<file path="config.mk">
export PLATFORM = sky130hd
export DESIGN_NAME = eth_rx_depacketizer_flat
export DESIGN_NICKNAME = d
export VERILOG_FILES = /design/src/rtl/eth_rx_pkg.sv /design/src/rtl/eth_rx_depacketizer_if.sv /design/src/rtl/eth_rx_skid_buf.sv /design/src/rtl/eth_rx_depacketizer.sv /design/src/flat_wrapper.sv
export SDC_FILE = /design/constraint.sdc
export NUM_CORES = 1
export LEC_CHECK = 0
export CORE_ASPECT_RATIO = 1.75
export CORE_MARGIN = 1.5
export CORE_UTILIZATION = 55
export DETAILED_ROUTE_END_ITERATION = 7
export PLACE_DENSITY = 0.79
export SLEW_MARGIN = 20
export SYNTH_ARGS = -nofsm -noshare
export SYNTH_HDL_FRONTEND = slang
export SYNTH_SLANG_ARGS = --single-unit
</file>
<file path="constraint.sdc">
create_clock -name axi_tclk_i -period 8.1 [get_ports axi_tclk_i]
set_clock_uncertainty 0.05 [all_clocks]
set_input_delay 0.81 -clock axi_tclk_i [delete_from_list [all_inputs] [get_ports axi_tclk_i]]
set_output_delay 0.81 -clock axi_tclk_i [all_outputs]
set_load 0.005 [all_outputs]
</file>
<file path="src/rtl/eth_rx_pkg.sv">
// Shared types and constants for the Ethernet RX depacketizer.
// Optional feature macro used by the block: VLAN_STRIP_EN.
package eth_rx_pkg;

    typedef enum logic [2:0] {
        IDLE    = 3'd0,
        HDR     = 3'd1,
        VLAN    = 3'd2,
        PAYLOAD = 3'd3,
        DROP    = 3'd4
    } state_e;

    localparam int unsigned HDR_LEN    = 14;
    localparam int unsigned VLAN_LEN   = 4;
    localparam logic [15:0] VLAN_TPID  = 16'h8100;
    localparam logic [47:0] BCAST_ADDR = 48'hffff_ffff_ffff;

    // Destination address filter: own address, or broadcast when enabled.
    function automatic logic da_match(input logic [47:0] da,
                                      input logic [47:0] my_addr,
                                      input logic        bcast_en);
        return (da == my_addr) || (bcast_en && (da == BCAST_ADDR));
    endfunction

    // EtherType filter: a required type of zero accepts anything.
    function automatic logic type_match(input logic [15:0] ether_type,
                                        input logic [15:0] required);
        return (required == 16'h0000) || (ether_type == required);
    endfunction

endpackage

</file>
<file path="src/rtl/eth_rx_depacketizer_if.sv">
// Byte-wide AXI-Stream bundle used on both sides of the RX depacketizer.
interface eth_rx_depacketizer_if #(
    parameter int unsigned DATA_W = 8
);
    logic [DATA_W-1:0] tdata;
    logic              tvalid;
    logic              tready;
    logic              tlast;
    logic              tuser;

    modport master (output tdata, output tvalid, output tlast, output tuser, input  tready);
    modport slave  (input  tdata, input  tvalid, input  tlast, input  tuser, output tready);
endinterface

</file>
<file path="src/rtl/eth_rx_skid_buf.sv">
// Two-entry AXI-Stream register slice carrying {tuser, tlast, tdata}.
// Both the output side and the upstream tready come straight from flops, so
// the slice breaks the timing path in both directions at full throughput.
module eth_rx_skid_buf #(
    parameter int unsigned DATA_W = 8
) (
    input  logic              axi_tclk_i,
    input  logic              axi_tresetn_i,
    input  logic [DATA_W-1:0] s_tdata_i,
    input  logic              s_tvalid_i,
    input  logic              s_tlast_i,
    input  logic              s_tuser_i,
    output logic              s_tready_o,
    output logic [DATA_W-1:0] m_tdata_o,
    output logic              m_tvalid_o,
    output logic              m_tlast_o,
    output logic              m_tuser_o,
    input  logic              m_tready_i
);

    localparam int unsigned W = DATA_W + 2;

    logic [W-1:0] out_q, out_d;
    logic [W-1:0] skid_q, skid_d;
    logic         out_vld_q, out_vld_d;
    logic         skid_vld_q, skid_vld_d;
    logic         rdy_q, rdy_d;
    logic [W-1:0] in_s;
    logic         in_xfer_s;
    logic         out_free_s;

    // Next-state: refill the output stage from the skid entry first, then from the input.
    always_comb begin
        in_s       = {s_tuser_i, s_tlast_i, s_tdata_i};
        in_xfer_s  = s_tvalid_i && rdy_q;
        out_free_s = !out_vld_q || m_tready_i;
        out_d      = out_q;
        out_vld_d  = out_vld_q;
        skid_d     = skid_q;
        skid_vld_d = skid_vld_q;
        if (out_free_s) begin
            if (skid_vld_q) begin
                out_d      = skid_q;
                out_vld_d  = 1'b1;
                skid_vld_d = 1'b0;
            end else if (in_xfer_s) begin
                out_d     = in_s;
                out_vld_d = 1'b1;
            end else begin
                out_vld_d = 1'b0;
            end
        end else begin
            if (in_xfer_s) begin
                skid_d     = in_s;
                skid_vld_d = 1'b1;
            end else begin
                skid_vld_d = skid_vld_q;
            end
        end
        rdy_d = !skid_vld_d;
    end

    // Slice registers; upstream ready stays low while in reset.
    always_ff @(posedge axi_tclk_i or posedge axi_tresetn_i) begin
        if (axi_tresetn_i) begin
            out_q      <= {W{1'b0}};
            skid_q     <= {W{1'b0}};
            out_vld_q  <= 1'b0;
            skid_vld_q <= 1'b0;
            rdy_q      <= 1'b0;
        end else begin
            out_q      <= out_d;
            skid_q     <= skid_d;
            out_vld_q  <= out_vld_d;
            skid_vld_q <= skid_vld_d;
            rdy_q      <= rdy_d;
        end
    end

    assign s_tready_o = rdy_q;
    assign m_tvalid_o = out_vld_q;
    assign m_tuser_o  = out_q[W-1];
    assign m_tlast_o  = out_q[W-2];
    assign m_tdata_o  = out_q[DATA_W-1:0];

endmodule

</file>
<file path="src/rtl/eth_rx_depacketizer.sv">
// Receive-side Ethernet depacketizer: parses DA/SA/EtherType, filters on
// destination address and EtherType, strips the header and forwards the
// payload through a register slice. Captures the sender address and counts
// good and dropped frames.
// Optional feature macro: VLAN_STRIP_EN (strip one 802.1Q tag, report its VID).
module eth_rx_depacketizer
    import eth_rx_pkg::*;
#(
    parameter logic [47:0] MY_ADDR      = 48'h5a01_0203_0405,
    parameter logic        ACCEPT_BCAST = 1'b1,
    parameter logic [15:0] ETHERTYPE    = 16'h0000,
    parameter int unsigned CNT_W        = 16
) (
    input  logic                 axi_tclk_i,
    input  logic                 axi_tresetn_i,
    input  logic                 enable_i,
    eth_rx_depacketizer_if.slave  rx_axis,
    eth_rx_depacketizer_if.master m_axis,
`ifdef VLAN_STRIP_EN
    output logic [11:0]          vlan_id_o,
`endif
    output logic [47:0]          src_addr_o,
    output logic [15:0]          ethertype_o,
    output logic [CNT_W-1:0]     good_cnt_o,
    output logic [CNT_W-1:0]     drop_cnt_o
);

    localparam logic [4:0]       HDR_LAST_IDX = 5'(HDR_LEN - 1);
    localparam logic [CNT_W-1:0] CNT_ONE      = CNT_W'(1);
`ifdef VLAN_STRIP_EN
    localparam logic [4:0]       VLAN_LAST_IDX = 5'(HDR_LEN + VLAN_LEN - 1);
`endif

    state_e           state_q, state_d;
    logic [4:0]       cnt_q, cnt_d;
    logic [103:0]     hdr_q, hdr_d;
    logic [47:0]      src_q, src_d;
    logic [15:0]      type_q, type_d;
    logic [CNT_W-1:0] good_q, good_d;
    logic [CNT_W-1:0] drop_q, drop_d;
    logic             live_q;
`ifdef VLAN_STRIP_EN
    logic [19:0]      tag_q, tag_d;
    logic [47:0]      sa_q, sa_d;
    logic [11:0]      vlan_q, vlan_d;
    logic [27:0]      tag_full_s;
`endif

    logic [111:0]     hdr_full_s;
    logic [47:0]      da_s;
    logic [47:0]      sa_s;
    logic [15:0]      type_s;
    logic             rx_tready_s;
    logic             rx_xfer_s;
    logic             skid_valid_s;
    logic             skid_ready_s;

    // The header shift register holds bytes 0..12; the incoming byte completes it.
    assign hdr_full_s = {hdr_q, rx_axis.tdata};
    assign da_s       = hdr_full_s[111:64];
    assign sa_s       = hdr_full_s[63:16];
    assign type_s     = hdr_full_s[15:0];
`ifdef VLAN_STRIP_EN
    // {TCI[11:0], inner EtherType} once the last tag byte arrives.
    assign tag_full_s = {tag_q, rx_axis.tdata};
`endif

    // Frame parser FSM: next state, header capture, result registers and counters.
    always_comb begin
        state_d      = state_q;
        cnt_d        = cnt_q;
        hdr_d        = hdr_q;
        src_d        = src_q;
        type_d       = type_q;
        good_d       = good_q;
        drop_d       = drop_q;
`ifdef VLAN_STRIP_EN
        tag_d        = tag_q;
        sa_d         = sa_q;
        vlan_d       = vlan_q;
`endif
        skid_valid_s = 1'b0;
        if (state_q == PAYLOAD) begin
            rx_tready_s = live_q && skid_ready_s;
        end else begin
            rx_tready_s = live_q;
        end
        rx_xfer_s = rx_axis.tvalid && rx_tready_s;

        case (state_q)
            IDLE: begin
                if (rx_xfer_s) begin
                    hdr_d = hdr_full_s[103:0];
                    cnt_d = 5'd1;
                    if (rx_axis.tlast) begin
                        drop_d = drop_q + CNT_ONE;
                    end else if (enable_i) begin
                        state_d = HDR;
                    end else begin
                        state_d = DROP;
                    end
                end else begin
                    state_d = IDLE;
                end
            end
            HDR: begin
                if (rx_xfer_s) begin
                    hdr_d = hdr_full_s[103:0];
                    cnt_d = cnt_q + 5'd1;
                    if (rx_axis.tlast) begin
                        // Runt, including a header with no payload behind it.
                        drop_d  = drop_q + CNT_ONE;
                        state_d = IDLE;
                    end else if (cnt_q == HDR_LAST_IDX) begin
                        if (!da_match(da_s, MY_ADDR, ACCEPT_BCAST)) begin
                            state_d = DROP;
`ifdef VLAN_STRIP_EN
                        end else if (type_s == VLAN_TPID) begin
                            state_d = VLAN;
                            sa_d    = sa_s;
`endif
                        end else if (type_match(type_s, ETHERTYPE)) begin
                            state_d = PAYLOAD;
                            src_d   = sa_s;
                            type_d  = type_s;
                        end else begin
                            state_d = DROP;
                        end
                    end else begin
                        state_d = HDR;
                    end
                end else begin
                    state_d = HDR;
                end
            end
`ifdef VLAN_STRIP_EN
            VLAN: begin
                if (rx_xfer_s) begin
                    tag_d = {tag_q[11:0], rx_axis.tdata};
                    cnt_d = cnt_q + 5'd1;
                    if (rx_axis.tlast) begin
                        drop_d  = drop_q + CNT_ONE;
                        state_d = IDLE;
                    end else if (cnt_q == VLAN_LAST_IDX) begin
                        if (type_match(tag_full_s[15:0], ETHERTYPE)) begin
                            state_d = PAYLOAD;
                            src_d   = sa_q;
                            type_d  = tag_full_s[15:0];
                            vlan_d  = tag_full_s[27:16];
                        end else begin
                            state_d = DROP;
                        end
                    end else begin
                        state_d = VLAN;
                    end
                end else begin
                    state_d = VLAN;
                end
            end
`endif
            PAYLOAD: begin
                skid_valid_s = rx_axis.tvalid;
                if (rx_xfer_s && rx_axis.tlast) begin
                    state_d = IDLE;
                    if (!rx_axis.tuser) begin
                        good_d = good_q + CNT_ONE;
                    end else begin
                        good_d = good_q;
                    end
                end else begin
                    state_d = PAYLOAD;
                end
            end
            DROP: begin
                if (rx_xfer_s && rx_axis.tlast) begin
                    drop_d  = drop_q + CNT_ONE;
                    state_d = IDLE;
                end else begin
                    state_d = DROP;
                end
            end
            default: begin
                state_d = IDLE;
            end
        endcase
    end

    // FSM, header capture, result and counter registers.
    always_ff @(posedge axi_tclk_i or posedge axi_tresetn_i) begin
        if (axi_tresetn_i) begin
            state_q <= IDLE;
            cnt_q   <= 5'd0;
            hdr_q   <= 104'd0;
            src_q   <= 48'd0;
            type_q  <= 16'd0;
            good_q  <= {CNT_W{1'b0}};
            drop_q  <= {CNT_W{1'b0}};
            live_q  <= 1'b0;
`ifdef VLAN_STRIP_EN
            tag_q   <= 20'd0;
            sa_q    <= 48'd0;
            vlan_q  <= 12'd0;
`endif
        end else begin
            state_q <= state_d;
            cnt_q   <= cnt_d;
            hdr_q   <= hdr_d;
            src_q   <= src_d;
            type_q  <= type_d;
            good_q  <= good_d;
            drop_q  <= drop_d;
            live_q  <= 1'b1;
`ifdef VLAN_STRIP_EN
            tag_q   <= tag_d;
            sa_q    <= sa_d;
            vlan_q  <= vlan_d;
`endif
        end
    end

    eth_rx_skid_buf #(
        .DATA_W (8)
    ) u_skid (
        .axi_tclk_i    (axi_tclk_i),
        .axi_tresetn_i (axi_tresetn_i),
        .s_tdata_i     (rx_axis.tdata),
        .s_tvalid_i    (skid_valid_s),
        .s_tlast_i     (rx_axis.tlast),
        .s_tuser_i     (rx_axis.tuser),
        .s_tready_o    (skid_ready_s),
        .m_tdata_o     (m_axis.tdata),
        .m_tvalid_o    (m_axis.tvalid),
        .m_tlast_o     (m_axis.tlast),
        .m_tuser_o     (m_axis.tuser),
        .m_tready_i    (m_axis.tready)
    );

    assign rx_axis.tready = rx_tready_s;
    assign src_addr_o     = src_q;
    assign ethertype_o    = type_q;
    assign good_cnt_o     = good_q;
    assign drop_cnt_o     = drop_q;
`ifdef VLAN_STRIP_EN
    assign vlan_id_o      = vlan_q;
`endif

endmodule

</file>
<file path="src/flat_wrapper.sv">
// flat-port wrapper written by rule: the top's interface ports become plain ports
module eth_rx_depacketizer_flat import eth_rx_pkg::*;
#(
    parameter logic [47:0] MY_ADDR      = 48'h5a01_0203_0405,
    parameter logic        ACCEPT_BCAST = 1'b1,
    parameter logic [15:0] ETHERTYPE    = 16'h0000,
    parameter int unsigned CNT_W        = 16
)
  (axi_tclk_i, axi_tresetn_i, enable_i, src_addr_o, ethertype_o, good_cnt_o, drop_cnt_o, rx_axis_tdata, rx_axis_tvalid, rx_axis_tlast, rx_axis_tuser, rx_axis_tready, m_axis_tdata, m_axis_tvalid, m_axis_tlast, m_axis_tuser, m_axis_tready);
  eth_rx_depacketizer_if rx_axis_i ();
  eth_rx_depacketizer_if m_axis_i ();
  input  logic axi_tclk_i;
  input  logic axi_tresetn_i;
  input  logic enable_i;
  output logic [47:0] src_addr_o;
  output logic [15:0] ethertype_o;
  output logic [CNT_W-1:0] good_cnt_o;
  output logic [CNT_W-1:0] drop_cnt_o;
  input wire logic [$bits(rx_axis_i.tdata)-1:0] rx_axis_tdata;
  input wire logic [$bits(rx_axis_i.tvalid)-1:0] rx_axis_tvalid;
  input wire logic [$bits(rx_axis_i.tlast)-1:0] rx_axis_tlast;
  input wire logic [$bits(rx_axis_i.tuser)-1:0] rx_axis_tuser;
  output wire logic [$bits(rx_axis_i.tready)-1:0] rx_axis_tready;
  output wire logic [$bits(m_axis_i.tdata)-1:0] m_axis_tdata;
  output wire logic [$bits(m_axis_i.tvalid)-1:0] m_axis_tvalid;
  output wire logic [$bits(m_axis_i.tlast)-1:0] m_axis_tlast;
  output wire logic [$bits(m_axis_i.tuser)-1:0] m_axis_tuser;
  input wire logic [$bits(m_axis_i.tready)-1:0] m_axis_tready;
  assign rx_axis_i.tdata = rx_axis_tdata;
  assign rx_axis_i.tvalid = rx_axis_tvalid;
  assign rx_axis_i.tlast = rx_axis_tlast;
  assign rx_axis_i.tuser = rx_axis_tuser;
  assign rx_axis_tready = rx_axis_i.tready;
  assign m_axis_tdata = m_axis_i.tdata;
  assign m_axis_tvalid = m_axis_i.tvalid;
  assign m_axis_tlast = m_axis_i.tlast;
  assign m_axis_tuser = m_axis_i.tuser;
  assign m_axis_i.tready = m_axis_tready;
  eth_rx_depacketizer #(.MY_ADDR(MY_ADDR), .ACCEPT_BCAST(ACCEPT_BCAST), .ETHERTYPE(ETHERTYPE), .CNT_W(CNT_W)) u_core (.axi_tclk_i(axi_tclk_i), .axi_tresetn_i(axi_tresetn_i), .enable_i(enable_i), .rx_axis(rx_axis_i), .m_axis(m_axis_i), .src_addr_o(src_addr_o), .ethertype_o(ethertype_o), .good_cnt_o(good_cnt_o), .drop_cnt_o(drop_cnt_o));
endmodule
</file>
==> results <==
- The share of synthesized area in the top cell type comes to 60.6%.
- In this run the post-CTS setup repair buffer count came out at 0.
- The count of synthesis-stage warnings from yosys is 0.
- In the final routed layout, each cell accounts on average for 16.6 um.
- The portion of the clock cycle consumed by the worst path in the final layout is 44.4%.
- In the layout the commonest cells are sky130_fd_sc_hd__nand2_1 (338), sky130_fd_sc_hd__dfrtp_1 (232), sky130_fd_sc_hd__clkdlybuf4s50_1 (122), sky130_fd_sc_hd__mux2_4 (49), sky130_fd_sc_hd__mux2_2 (46).
- Global routing used 22.8% of the available tracks.
- Entering global routing, the biggest net connects 112 pins.
- The maximum fanout along the worst path is 111.
- The placer's final routability congestion estimate is 0.808.
- The CTS buffer count is 22.
- The clock drives 232 sinks.
- After clock tree synthesis, the flow added hold-fix buffers numbering 0.
- Registers are responsible for 50.4% of the overall power.
- Clock-pin slew was measured on the worst setup and hold paths at 60 ps.
- The mean number of vias per cell is 5.33.
- The residual DRC count is 0.
- The clock tree root driver cell is sky130_fd_sc_hd__clkbuf_16.
- The final critical path time including I/O delays and setup is 3590 ps.
- The clock passes through at most 3 buffers.
- The first detailed-routing pass ran for 4 iterations.
- STA classifies the critical path startpoint as a primary input.
- The post-route worst setup slack is 4510 ps.
- Counting flops and latches in the post-synthesis netlist gives 232.
- The flow ran to the end, and the final reports show no timing, DRC or antenna violations.
- Sorting the synthesized cells by area gives the leading types as sky130_fd_sc_hd__dfrtp_1 (61%), sky130_fd_sc_hd__nand2_1 (13%), sky130_fd_sc_hd__mux2_4 (7.7%), sky130_fd_sc_hd__mux2_2 (5.4%), sky130_fd_sc_hd__xnor2_1 (1.4%).
- STA puts the critical path data arrival time at 3920 ps.
- Across the run, the number of max-cap violations was 0.
- The full die area is 18300 um^2.
- For the pin with the worst max-slew slack, the measured transition is 1130 ps.
- The number of hold-slack violations in the final timing report came to 0.
- The cell type with the highest aggregate area in the netlist is sky130_fd_sc_hd__dfrtp_1.
- After floorplanning, the core was sized to cover 17000 um^2.
- Timing would allow up to 278 MHz.
- The internal portion of the total power is 2360 uW.
- The clock power share is 35.8%.
- Global routing used 41.2% of the available met2 tracks.
- For this run, asynchronously set or reset flops after synthesis account for 100%.
- Gates resized during post-CTS repair numbered 0.
- The number of enable flip-flop cells after synthesis is 0.
- The worst setup path is of the in2reg kind.
- The final setup violation count is 0.
- The final layout net count is 997.
- The initialized floorplan defines 63 standard-cell rows.
- VDD sags by at most 0.000207 V.
- The number of global-route vias before repair is 6513.
- The residual overflow from global routing is 0.
- The most used flip-flop cell after synthesis is sky130_fd_sc_hd__dfrtp_1.
- The overall power after layout is 3330 uW.
- Leaving out fill and tap cells, the most frequent cell in the layout is sky130_fd_sc_hd__nand2_1.
- The data required time of the worst path is 8430 ps.
- The first-pass GRT wire length is 32700 um.
- The clock tree from TritonCTS is done.
- The top-level port count is 123.
- The count of antenna-violating nets left after detailed routing is 0.
- The mapped netlist covers 9580 um^2.
- For this run, the share of the core covered by cells in the final layout is 69.7%.
- Synthesis handed over a netlist of 861 instances.
- The number of levels the H-tree was split into is 1.
- The number of antenna violations at the first check in global routing is 0.
- The die width is 103 um.
- For this run, global-route usage on met3 was measured as 2.99%.
- From synthesis to final layout, the design area changed by 23.9%.
- The die height is 178 um.
- The switching power of the nets is 970 uW.
- The layer flagged by global routing as most heavily used is met2.
- Port buffering added 122 buffers.
- The tightest min-delay check is of the reg2reg type.
- The number of distinct standard cells referenced by the synthesized netlist is 45.
- The fraction of power consumed by combinational cells is 13.8%.
- The max-slew violation total from the final report is 0.
- The detailed-route via count is 6504.
- The average footprint of a synthesized cell is 11.1 um^2.
- The fraction of final layout cells with drive strength greater than 1 is 15.1%.
- The total nets after synthesis is 880.
- Net switching is 29.1% of the power.
- The starting density of the core is 56.3%.
- Setup repair after global routing left no endpoint under its margin.
- The first routing iteration left 406 violations.
- The setup slack at placement is 3790 ps.
- Detailed placement ended at an HPWL of 13000 um.
- The sequential element share of the synthesized area is 60.6%.
- The relative slew slack is 24.6%.
- The final antenna diode count is 0.
- Along the worst hold path, the cell count comes to 2.
- The later pin in the worst-skew pair is clocked with a latency of 500 ps.
- The total power per unit cell area is 281 nW/um^2.
- The sum of routed wire length over all layers is 20300 um.
- For met1 alone, demand over resource in global routing was 28.0%.
- The reported leakage power is 0.00611 uW.
- The number of cells on the worst reg-to-reg path is 7.
- The setup TNS is 0 ps.
- The worst setup path is captured at a flip-flop.
power groups by stage:
stage | registers (uW) | clock network [uW] | logic, uW
after floorplan | 1600 | 0 | 351
after global placement | 1690 | 0 | 429
after detailed placement | 1690 | 0 | 454
after CTS | 1680 | 1210 | 462
after global routing | 1710 | 1260 | 527
final | 1680 | 1190 | 460
cell families after synthesis:
family	after synthesis	synth area share [%]
and+or+nand+nor	434	19.4
muxes	96	13.2
buffers and inverters	48	2.36
xor gates and xnor gates	30	2.74
AOI/OAI and AO/OA	16	1.16
other	1	0.0391
adders and majority gates	4	0.522
DFF	232	60.6
final timing paths:
| path | from | end | slack (ps) |
|---|---|---|---|
| worst max-delay path | rx_axis_tvalid | u_core.src_addr_o[35] | 4510 |
| worst min-delay path | u_core.hdr_q[99] | u_core.hdr_q[99] | 430 |
| worst max register to register | u_core.state_q[2] | u_core.src_addr_o[35] | 4850 |
| worst min register to register | u_core.hdr_q[99] | u_core.hdr_q[99] | 430 |
| max in group asynchronous | axi_tresetn_i | u_core.drop_cnt_o[7] | 5810 |
| min in group asynchronous | axi_tresetn_i | u_core.src_addr_o[40] | 760 |
synthesized netlist by cell type, types with 2 or more instances:
library cell and n:
sky130_fd_sc_hd__buf_6 6, sky130_fd_sc_hd__mux2_4 49, sky130_fd_sc_hd__o21ai_0 6, sky130_fd_sc_hd__nor4bb_1 2, sky130_fd_sc_hd__clkbuf_1 26, sky130_fd_sc_hd__and3_1 6
sky130_fd_sc_hd__nand2_1 338, sky130_fd_sc_hd__nor3_1 6, sky130_fd_sc_hd__nor2b_1 2, sky130_fd_sc_hd__xor2_1 15, sky130_fd_sc_hd__nor2_1 19, sky130_fd_sc_hd__nand3b_1 2
sky130_fd_sc_hd__nand3_1 13, sky130_fd_sc_hd__xnor2_1 15, sky130_fd_sc_hd__nor4_1 10, sky130_fd_sc_hd__nand4_1 18, sky130_fd_sc_hd__inv_1 13, sky130_fd_sc_hd__a22o_1 2
sky130_fd_sc_hd__or3_1 3, sky130_fd_sc_hd__dfrtp_1 232, sky130_fd_sc_hd__ha_1 4, sky130_fd_sc_hd__buf_1 2, sky130_fd_sc_hd__and2_1 2, sky130_fd_sc_hd__and4_1 4
sky130_fd_sc_hd__mux2_2 46
registers in the layout (all words and copies together), names as in the netlist, 3 cells and up:
| register | flops |
|---|---|
| u_core.cnt_q | 5 |
| u_core.ethertype_o | 16 |
| u_core.good_cnt_o | 16 |
| u_core.src_addr_o | 48 |
| u_core.hdr_q | 104 |
| u_core.u_skid.out_q | 10 |
| u_core.state_q | 3 |
| u_core.u_skid.skid_q | 10 |
| u_core.drop_cnt_o | 16 |
per-layer routing:
layer | vias to the layer above | wire, um
met2 | 128 | 11200
met1 | 3280 | 7840
met3 | 38 | 684
li1 | 3058 | -
met4 | 0 | 517
met5 | - | 0
stage by stage:
stage                     hold slack (ps)  instances  cell area [um^2]
after floorplan                       395        861              9580
after detailed placement              414       1180             11000
after global placement                406       1180             11000
final                                 427       1221             11900
after CTS                             429       1220             11800
after global routing                  453       1221             11900
area by class of cell:
cell class              count  area, um^2
clock inverters            11         219
well taps                 227         284
clock buffers              29         638
multi-input cells         581        3580
flip-flops and latches    232        5810
fillers                  1213        5150
inverters                  13        56.3
repair buffers            128        1290
critical path: stages:
cell	delay, ps
sky130_fd_sc_hd__clkdlybuf4s50_1	540
sky130_fd_sc_hd__nor4bb_4	330
sky130_fd_sc_hd__buf_6	630
sky130_fd_sc_hd__nand2_1	170
sky130_fd_sc_hd__nor3_1	340
sky130_fd_sc_hd__o21ai_4	90
sky130_fd_sc_hd__buf_4	460
sky130_fd_sc_hd__mux2_4	450
Note: power is estimated with default switching activity, not from simulation.
